$ cat src/rtl/uart_tx_cfg.sv
// ---------------------------------------------------------------------------
// uart_tx_cfg
//   Configurable UART transmitter with an AXI-Stream style payload input.
//   Frame: start bit (0), DATA_WIDTH_P data bits LSB first, an optional
//   parity bit, then STOP_BITS_P stop bits (1). Every bit lasts
//   max(prescale,1)*8 clk cycles; prescale is captured with the payload.
//
// Parameters
//   DATA_WIDTH_P  data bits per frame (5..9)
//   PARITY_P      0 none, 1 odd, 2 even
//   STOP_BITS_P   stop bits per frame (1 or 2)
//
// Ports
//   clk            single clock
//   rst_n          asynchronous active-low reset
//   s_axis_tdata   frame payload
//   s_axis_tvalid  payload valid
//   s_axis_tready  payload can be accepted (registered, IDLE only)
//   prescale       bit time in units of 8 clk cycles (0 treated as 1)
//   txd            serial line, idle high (registered)
//   busy           frame in progress (registered)
// ---------------------------------------------------------------------------
module uart_tx_cfg #(
  parameter int DATA_WIDTH_P = 8,
  parameter int PARITY_P     = 0,
  parameter int STOP_BITS_P  = 1
) (
  input  logic                    clk,
  input  logic                    rst_n,
  input  logic [DATA_WIDTH_P-1:0] s_axis_tdata,
  input  logic                    s_axis_tvalid,
  output logic                    s_axis_tready,
  input  logic [15:0]             prescale,
  output logic                    txd,
  output logic                    busy
);

  typedef enum logic [2:0] {
    IDLE   = 3'd0,
    START  = 3'd1,
    DATA   = 3'd2,
    PARITY = 3'd3,
    STOP   = 3'd4
  } state_e;

  localparam logic [3:0] LAST_DATA_BIT = 4'(DATA_WIDTH_P - 1);
  localparam logic [3:0] LAST_STOP_BIT = 4'(STOP_BITS_P - 1);

  // Parity over the payload: even = XOR of data bits, odd = its inverse.
  function automatic logic parity_bit(input logic [DATA_WIDTH_P-1:0] d);
    logic x;
    x = ^d;
    if (PARITY_P == 1) begin
      return ~x;
    end else begin
      return x;
    end
  endfunction

  state_e                  state_q,  state_d;
  logic                    tready_q, tready_d;
  logic                    txd_q,    txd_d;
  logic                    busy_q,   busy_d;
  logic [DATA_WIDTH_P-1:0] shreg_q,  shreg_d;
  logic                    par_q,    par_d;
  // 65535*8 = 524280 cycles per bit needs 19 bits; down-counter never wraps.
  logic [18:0]             period_q, period_d;
  logic [18:0]             cnt_q,    cnt_d;
  // Counts data bits (up to 9) or stop bits within the current state.
  logic [3:0]              bit_q,    bit_d;

  logic [18:0]             eff_period_s;
  logic                    bit_done_s;

  // Bit period for a new frame: prescale of 0 behaves as 1.
  assign eff_period_s = {((prescale == 16'd0) ? 16'd1 : prescale), 3'b000};
  // Last cycle of the current bit.
  assign bit_done_s   = (cnt_q == 19'd0);

  // Next-state and output decode.
  always_comb begin
    state_d  = state_q;
    tready_d = tready_q;
    txd_d    = txd_q;
    busy_d   = busy_q;
    shreg_d  = shreg_q;
    par_d    = par_q;
    period_d = period_q;
    cnt_d    = cnt_q;
    bit_d    = bit_q;

    case (state_q)
      IDLE: begin
        // tready_q is 0 only on the first cycle after reset, so that edge
        // just raises tready and cannot accept a payload.
        txd_d  = 1'b1;
        busy_d = 1'b0;
        if (s_axis_tvalid && tready_q) begin
          state_d  = START;
          tready_d = 1'b0;
          txd_d    = 1'b0;
          busy_d   = 1'b1;
          shreg_d  = s_axis_tdata;
          par_d    = parity_bit(s_axis_tdata);
          period_d = eff_period_s;
          cnt_d    = eff_period_s - 19'd1;
          bit_d    = 4'd0;
        end else begin
          tready_d = 1'b1;
        end
      end

      START: begin
        if (bit_done_s) begin
          state_d = DATA;
          txd_d   = shreg_q[0];
          bit_d   = 4'd0;
          cnt_d   = period_q - 19'd1;
        end else begin
          cnt_d = cnt_q - 19'd1;
        end
      end

      DATA: begin
        if (bit_done_s) begin
          cnt_d = period_q - 19'd1;
          if (bit_q == LAST_DATA_BIT) begin
            bit_d = 4'd0;
            if (PARITY_P != 0) begin
              state_d = PARITY;
              txd_d   = par_q;
            end else begin
              state_d = STOP;
              txd_d   = 1'b1;
            end
          end else begin
            // Bit 0 of shreg_q is on the line; bit 1 goes out next.
            shreg_d = shreg_q >> 1;
            txd_d   = shreg_q[1];
            bit_d   = bit_q + 4'd1;
          end
        end else begin
          cnt_d = cnt_q - 19'd1;
        end
      end

      PARITY: begin
        if (bit_done_s) begin
          state_d = STOP;
          txd_d   = 1'b1;
          bit_d   = 4'd0;
          cnt_d   = period_q - 19'd1;
        end else begin
          cnt_d = cnt_q - 19'd1;
        end
      end

      STOP: begin
        if (bit_done_s) begin
          if (bit_q == LAST_STOP_BIT) begin
            state_d  = IDLE;
            tready_d = 1'b1;
            txd_d    = 1'b1;
            busy_d   = 1'b0;
            bit_d    = 4'd0;
            cnt_d    = 19'd0;
          end else begin
            bit_d = bit_q + 4'd1;
            cnt_d = period_q - 19'd1;
          end
        end else begin
          cnt_d = cnt_q - 19'd1;
        end
      end

      default: begin
        state_d  = IDLE;
        tready_d = 1'b0;
        txd_d    = 1'b1;
        busy_d   = 1'b0;
        cnt_d    = 19'd0;
        bit_d    = 4'd0;
      end
    endcase
  end

  // State and output registers; reset forces the line idle immediately.
  always_ff @(posedge clk or negedge rst_n) begin
    if (!rst_n) begin
      state_q  <= IDLE;
      tready_q <= 1'b0;
      txd_q    <= 1'b1;
      busy_q   <= 1'b0;
      shreg_q  <= '0;
      par_q    <= 1'b0;
      period_q <= 19'd0;
      cnt_q    <= 19'd0;
      bit_q    <= 4'd0;
    end else begin
      state_q  <= state_d;
      tready_q <= tready_d;
      txd_q    <= txd_d;
      busy_q   <= busy_d;
      shreg_q  <= shreg_d;
      par_q    <= par_d;
      period_q <= period_d;
      cnt_q    <= cnt_d;
      bit_q    <= bit_d;
    end
  end

  assign s_axis_tready = tready_q;
  assign txd           = txd_q;
  assign busy          = busy_q;

endmodule
$ cat config.mk
export PLATFORM = sky130hd
export DESIGN_NAME = uart_tx_cfg
export DESIGN_NICKNAME = d
export VERILOG_FILES = /design/src/rtl/uart_tx_cfg.sv
export SDC_FILE = /design/constraint.sdc
export NUM_CORES = 1
export LEC_CHECK = 0
export BUFFER_PORTS_ARGS = -buffer_cell sky130_fd_sc_hd__buf_2
export CORE_MARGIN = 1.5
export CORE_UTILIZATION = 45
export DETAILED_ROUTE_END_ITERATION = 8
export HOLD_SLACK_MARGIN = 0.1
export PLACE_DENSITY = 0.65
export SYNTH_ARGS = -nofsm -noshare
export SYNTH_HDL_FRONTEND = slang
export SYNTH_SLANG_ARGS = --single-unit
$ cat constraint.sdc
create_clock -name clk -period 2.2 [get_ports clk]
set_input_delay 0.33 -clock clk [delete_from_list [all_inputs] [get_ports clk]]
set_output_delay 0.33 -clock clk [all_outputs]
set_load 0.005 [all_outputs]
======== After elaboration in Yosys (flattened, before gate mapping) ========
Index checks and enable logic that the tools add are counted.
storage, ports and cells
  memories kept ........................... 0
  memory bits (writable) .................. 0
  register bits after elaboration ......... 53
  bits in read-only memories .............. 0
  bits of input ports ..................... 27
  logic and storage cells ................. 79
  output and inout bits ................... 3
  latch bits .............................. 0
cells by class
  muxes and demuxes ....................... 38
  reductions and logical operators ........ 14
  order comparisons ....................... 0
  equality and inequality tests ........... 14
  multipliers ............................. 0
  add/subtract/negate cells ............... 4
  shift operators ......................... 0
  bitwise gates (word level) .............. 1
  divide/modulo/power cells ............... 0
operators by type and width
  kind                                                                  number
  19-bit two-way mux                                                    4
  19-bit case mux with 3 select lines                                   1
  19-bit by 1-bit subtractor with 19-bit output, second input constant  3
  4-bit two-way mux                                                     6
  8-bit two-way mux                                                     3
  3-bit two-way mux                                                     7
  19-bit zero test                                                      1
  16-bit zero test                                                      1
  16-bit two-way mux                                                    1
  2-bit inequality test, second input constant                          8
  4-bit case mux with 4 select lines                                    1
  8-bit case mux with 2 select lines                                    1
  3-bit case mux with 5 select lines                                    1
  1-bit two-way mux                                                     10
  4-bit AND reduction                                                   2
  7-bit AND reduction                                                   1
  3-bit by 2-bit == test with 1-bit output, second input constant       2
  1-bit case mux with 3 select lines                                    2
  1-bit case mux with 5 select lines                                    1
  5-bit AND reduction                                                   1
  4-bit by 1-bit adder with 4-bit output, second input constant         1
  4-bit by 3-bit == test with 1-bit output, second input constant       1
  4-bit zero test                                                       1
  3-bit by 1-bit == test with 1-bit output, second input constant       1
  10 further kinds                                                      10

======== Longest topological paths before layout ========
  word-level depth ........................ 5
  mapped depth ............................ 11
  gate-level depth less buffers ........... 9

======== Worst setup path after synthesis ========
No wires, ideal clock.
  path type ............................... input port to flip-flop
  start ................................... input port prescale[7]
  end ..................................... register cnt_q[17]
  path buffers ............................ 2
  stages on the path ...................... 11
  library setup time ...................... 0.130 ns
  arrival time ............................ 2.234 ns
  required time ........................... 2.070 ns
  path slack .............................. -0.164 ns
  path through ............................ or4_1 buf_2 nor3_1 a31oi_1 ha_1 nand2b_1 clkbuf_1 nor4_1 xor2_1 nor2_1 o22ai_1
on the way
  cells in the longest elaborated chain, start to end .. 5
ends and longest elaborated chain
  what                                               line  RTL
  start, declared                                    33    input logic [15:0] prescale,
  16-bit zero test                                   76    assign eff_period_s = {((prescale == 16'd0) ? 16'd1 : prescale), 3'b000};
  16-bit two-way mux (*)                             76
  19-bit by 1-bit subtractor with 19-bit output (*)  106   cnt_d = eff_period_s - 19'd1;
  19-bit two-way mux (*)                             98    if (s_axis_tvalid && tready_q) begin
  19-bit case mux with 3 select lines (*)            92    case (state_q)
  end signal, assigned                               207   cnt_q <= cnt_d;
  end, declared                                      68    logic [18:0] cnt_q, cnt_d;
Every way passes the cells marked *; elsewhere a longest branch is shown, timed or not. The select of a mux whose other input is x is not followed.
A chain may end at the register's enable or synchronous reset.

======== Final worst setup path ========
  start ................................... register cnt_q[10]
  end ..................................... register cnt_q[5]
on the way
  cells in the longest elaborated chain, start to end .. 3
  elaborated cells on any way between the ends .. 4
  those cells by class .................... 3 x mux; 1 x reduce/logical
ends and longest elaborated chain
  what                                          line  RTL
  19-bit zero test (*)                          78    assign bit_done_s = (cnt_q == 19'd0);
  19-bit two-way mux, on equally long branches  n/a
  19-bit case mux with 3 select lines (*)       92
Every way passes the cells marked *; elsewhere a longest branch is shown, timed or not.

==> results.txt <==
The number of synthesized register bits came out at 53. The clock share of power was 13.8%. Wires add up to 9500 um. The synthesized netlist devotes 20.3% of its cell area to compound gates. Via count of the first global-routing pass: 3170. Initial antenna violation count: 0. The count of nets left with antenna violations once routing finished came out at 0. Of the post-synthesis cell area, the part taken by muxes is 7.76%. The placed wire-length estimate after detailed placement came out at 7080 um. The library cell contributing the largest single delay on the critical path was sky130_fd_sc_hd__dfrtp_1.

The tools report the overall die area as 8540 um^2. Yosys mapped a number of flops with a built-in enable equal to 0. The kind of start point of the critical path was a flip-flop.

Summing the areas of all and, or, nand and nor instances in the mapped netlist gives 21.4% of the synthesized area. Data on the critical path is required at its endpoint by 2.39 ns. The share of synthesized area in the top cell type comes to 36.2%.

Setup repair after global routing left no endpoint under its margin. The number of buffers and inverters on the critical path is 2. The run gives 0.00298 W as the internal cell power.

The switching power of the nets is 0.00202 W. The first global-routing pass estimated 15800 um of wire. Buffers inserted during clock tree synthesis total 5. Summing all flip-flop and latch instances after layout gives 1330 um^2.

The predominant post-synthesis flop cell was sky130_fd_sc_hd__dfrtp_1. TritonCTS built the clock tree. Post-detailed-route wirelength per cell: 16.6 um. Net switching is 40.4% of the power. The final net count was 503; the number of maximum-capacitance violations was 0. Pin slew with the least headroom to its limit: 0.569 ns.

The worst min-delay path class is in -> reg. The area overhead of the layout relative to synthesis was 21.5%; the time the final worst path needs with I/O delays and setup was 2.10 ns. For the leakage power, the log shows 1.74 nW. The number of max-slew violations in the final report came out at 0. In this run, the number of DRC markers left after iteration 0 of detailed routing was 350. Worst slew slack as a fraction of its limit: 61.6%. The largest single stage delay on the critical path is 0.41 ns.

The sequential power share is 36.0%. The number of different library cells used by synthesis comes to 61. Combinational logic burns 50.1% of the power.

The synthesized netlist devotes 2.09% of its cell area to adder and majority cells. The effective utilization at floorplan is 46.5%. The clock tree synthesis step divided the H-tree into 2 levels. Clock tree root driver cell: sky130_fd_sc_hd__clkbuf_8. For this run, asynchronously set or reset flops after synthesis account for 100%. The tools report the largest voltage drop on the vdd net as 0.625 mV. For the met3 capacity usage during global routing, the log shows 2.71%. The run gives 2140 um^2 as the area of the multi-input gates.

The worst-case setup margin in the final layout came out at 0.100 ns. The biggest area consumer among synthesized cells was sky130_fd_sc_hd__dfrtp_1. Data arrives at the worst endpoint at 2.29 ns. The routability-driven placement congestion ratio was 0.940.

The cell class contributing the biggest share of worst-path delay is simple AND/OR/NAND/NOR gates. The nature of the critical path endpoint is a flip-flop. The tools report the total vias in the final route as 3372. During placement, the flow inserted port buffers numbering 29.

Traced cell by cell, the critical path runs through nor3_1 > nand4_1 > buf_4 > or2_1 > buf_12 > o311ai_1 > o21ai_0. By area, the combinational part of the netlist is dominated by simple AND/OR/NAND/NOR gates. The antenna diode count was 0.

The layout has 678 filler cells. Entering global routing, the biggest net connects 33 pins. The finished cells cover 4370 um^2.

Derived from the worst setup path, the maximum achievable clock frequency is 476 MHz. The number of nets in the synthesized netlist is 435. The logs give -0.221 ns for the worst setup slack after placement and 0 for the number of failing setup endpoints in the final timing report. The start-to-end type of the worst setup path was reg -> reg. After detailed routing, the number of remaining DRC violations is 0. The power per cell area works out to 1140 nW/um^2. In the global route stage, overall resource usage came out at 23.3%.

The clock slew seen by the registers of the worst setup and hold paths works out to 0.10 ns. From bottom edge to top edge, the die measures 92.4 um. The register area share after synthesis is 36.9%, and the core box area is 7730 um^2. The total global routing overflow was 0; the horizontal extent of the die was 92.4 um.

The cell area after technology mapping is 3600 um^2, and the count of synthesis-stage warnings from yosys is 0. In the post-synthesis netlist, the biggest area contributors are sky130_fd_sc_hd__dfrtp_1, sky130_fd_sc_hd__xnor2_1, sky130_fd_sc_hd__mux2_2, sky130_fd_sc_hd__o21ai_0, sky130_fd_sc_hd__nor2_1. After global routing, the most crowded layer is met2. The final critical path takes up 95.4% of the cycle. Hold is met by 0.279 ns. The number of ports placed on the die boundary was 30. The flow ran to the end, and the final reports show no timing, DRC or antenna violations.

Via-per-instance ratio: 5.88. The tools report the post-synthesis cell count as 402. The synthesized area divided by synthesized cell count is 8.95 um^2, and the share of post-route cells with drive strength above 1 is 25.7%. The placed instances occupy a cell area of 4200 um^2. The first detailed-routing pass ran for 5 iterations. For this run, global-route usage on met1 was measured as 34.0%.

CTS saw 53 sinks. The share of the synthesized netlist area taken by xor and xnor gates was 7.06%; the count of endpoints failing hold in the final timing report was 0. The run gives 36.8% as the met2 global-route usage.

After floorplanning, the core was divided into 32 placement rows. The clock latency on the worst-skew pair came out at 0.31 ns. The setup skew after layout was 0.00514 ns; the largest buffer count on any clock path was 2. Worst-path maximum fanout: 21.
==> Yosys cell counts, types with 3 or more instances <==
cell / number
sky130_fd_sc_hd__buf_2: 7
sky130_fd_sc_hd__nor3_1: 16
sky130_fd_sc_hd__or4_1: 5
sky130_fd_sc_hd__nand3_1: 10
sky130_fd_sc_hd__mux2_2: 15
sky130_fd_sc_hd__xnor2_1: 22
sky130_fd_sc_hd__ha_1: 6
sky130_fd_sc_hd__clkbuf_1: 15
sky130_fd_sc_hd__o31ai_1: 3
sky130_fd_sc_hd__buf_1: 3
sky130_fd_sc_hd__dfrtp_1: 52
sky130_fd_sc_hd__o21ai_0: 30
sky130_fd_sc_hd__o32ai_1: 7
sky130_fd_sc_hd__o31a_1: 4
sky130_fd_sc_hd__mux2i_1: 11
sky130_fd_sc_hd__nand4b_1: 4
sky130_fd_sc_hd__nor4_1: 10
sky130_fd_sc_hd__xor2_1: 7
sky130_fd_sc_hd__nor3b_1: 4
sky130_fd_sc_hd__a31oi_1: 12
sky130_fd_sc_hd__o22ai_1: 7
sky130_fd_sc_hd__a21oi_1: 19
sky130_fd_sc_hd__nand2_1: 23
sky130_fd_sc_hd__nand4_1: 7
sky130_fd_sc_hd__nand3b_1: 4
sky130_fd_sc_hd__inv_1: 12
sky130_fd_sc_hd__or3_1: 8
sky130_fd_sc_hd__nor2b_1: 4
sky130_fd_sc_hd__nor2_1: 35
==> layout by cell type (no fill, tap or decap), types with 8 or more instances in the layout <==
| cell type | instances |
|---|---|
| sky130_fd_sc_hd__dfrtp_1 | 52 |
| sky130_fd_sc_hd__o21ai_0 | 30 |
| sky130_fd_sc_hd__buf_2 | 29 |
| sky130_fd_sc_hd__a21oi_1 | 19 |
| sky130_fd_sc_hd__nor3_1 | 15 |
| sky130_fd_sc_hd__xnor2_1 | 22 |
| sky130_fd_sc_hd__buf_4 | 53 |
| sky130_fd_sc_hd__nand3_1 | 10 |
| sky130_fd_sc_hd__inv_1 | 12 |
| sky130_fd_sc_hd__mux2_2 | 15 |
| sky130_fd_sc_hd__nand2_1 | 23 |
| sky130_fd_sc_hd__mux2i_1 | 11 |
| sky130_fd_sc_hd__nor2_1 | 35 |
| sky130_fd_sc_hd__a31oi_1 | 12 |
| sky130_fd_sc_hd__nor4_1 | 10 |
| sky130_fd_sc_hd__or3_1 | 8 |
==> flip-flops by register name (all words and copies together), names as in the netlist <==
signal	count
cnt_q	19
txd	1
busy	1
state_q	3
shreg_q	8
s_axis_tready	1
bit_q	4
period_q	16
==> path summary, 6_finish.rpt <==
check / from / end / slack (ns) / cells past startpoint
setup / recovery: cnt_q[10] / cnt_q[5] / 0.10 / 7
hold / removal: prescale[1] / period_q[4] / 0.28 / 3
setup reg to reg: cnt_q[10] / cnt_q[5] / 0.10 / 7
hold reg to reg: busy / busy / 0.50 / 1
max in group asynchronous: rst_n / txd / 1.01 / 3
min in group asynchronous: rst_n / period_q[15] / 0.56 / 2
==> cell families after synthesis <==
logic type	count (synthesis)
mux	26
xor+xnor	29
simple gates	142
compound gates	108
flops	53
fa+ha+maj	6
buf+inv	38
==> tightest hold or removal path, cell delays in order <==
cell and delay, ns:
sky130_fd_sc_hd__buf_2 0.12, sky130_fd_sc_hd__nand2_1 0.05, sky130_fd_sc_hd__o21ai_0 0.06
==> cell type report <==
type                            count  share of cell area [%]
Clock buffer                        5                    1.58
Timing Repair Buffer               86                    14.0
Clock inverter                      3                    1.06
Tap cell                          102                    2.92
Multi-Input combinational cell    312                    49.0
Sequential cell                    53                    30.4
Inverter                           12                    1.03
==> routing by layer <==
layer	wire, um	vias up
li1	-	1648
met1	4660	1623
met2	4340	93
met3	416	8
met4	93	0
met5	0	-
==> metrics by stage <==
step	cells	utilization [%]	TNS [ns]	total power, W
after detailed placement	560	54.3	-1.39	0.00425
after CTS	569	56.0	0	0.00496
after floorplan	402	-	0	0.00335
final	573	56.5	0	0.00500
after global placement	560	54.3	-0.712	0.00419
after global routing	573	56.5	0	0.00537
==> power by group through the flow <==
stage / clock network [W] / registers [W] / logic, W
global route: 0.000732 / 0.00187 / 0.00277
floorplan: 0 / 0.00176 / 0.00158
global placement: 0 / 0.00180 / 0.00239
CTS: 0.000708 / 0.00179 / 0.00246
detailed placement: 0 / 0.00182 / 0.00244
finish: 0.000692 / 0.00180 / 0.00251
==> repair_timing <==
item                                    in CTS  in global routing
pin swaps                                    0                  4
endpoints found under the hold margin       21                  0
gates cloned                                 0                  1
gates resized for setup                      1                  2
setup buffers                                0                  3
endpoints found under the setup margin       2                 16
hold buffers                                 1                  0
(Power assumes the default switching activity.)
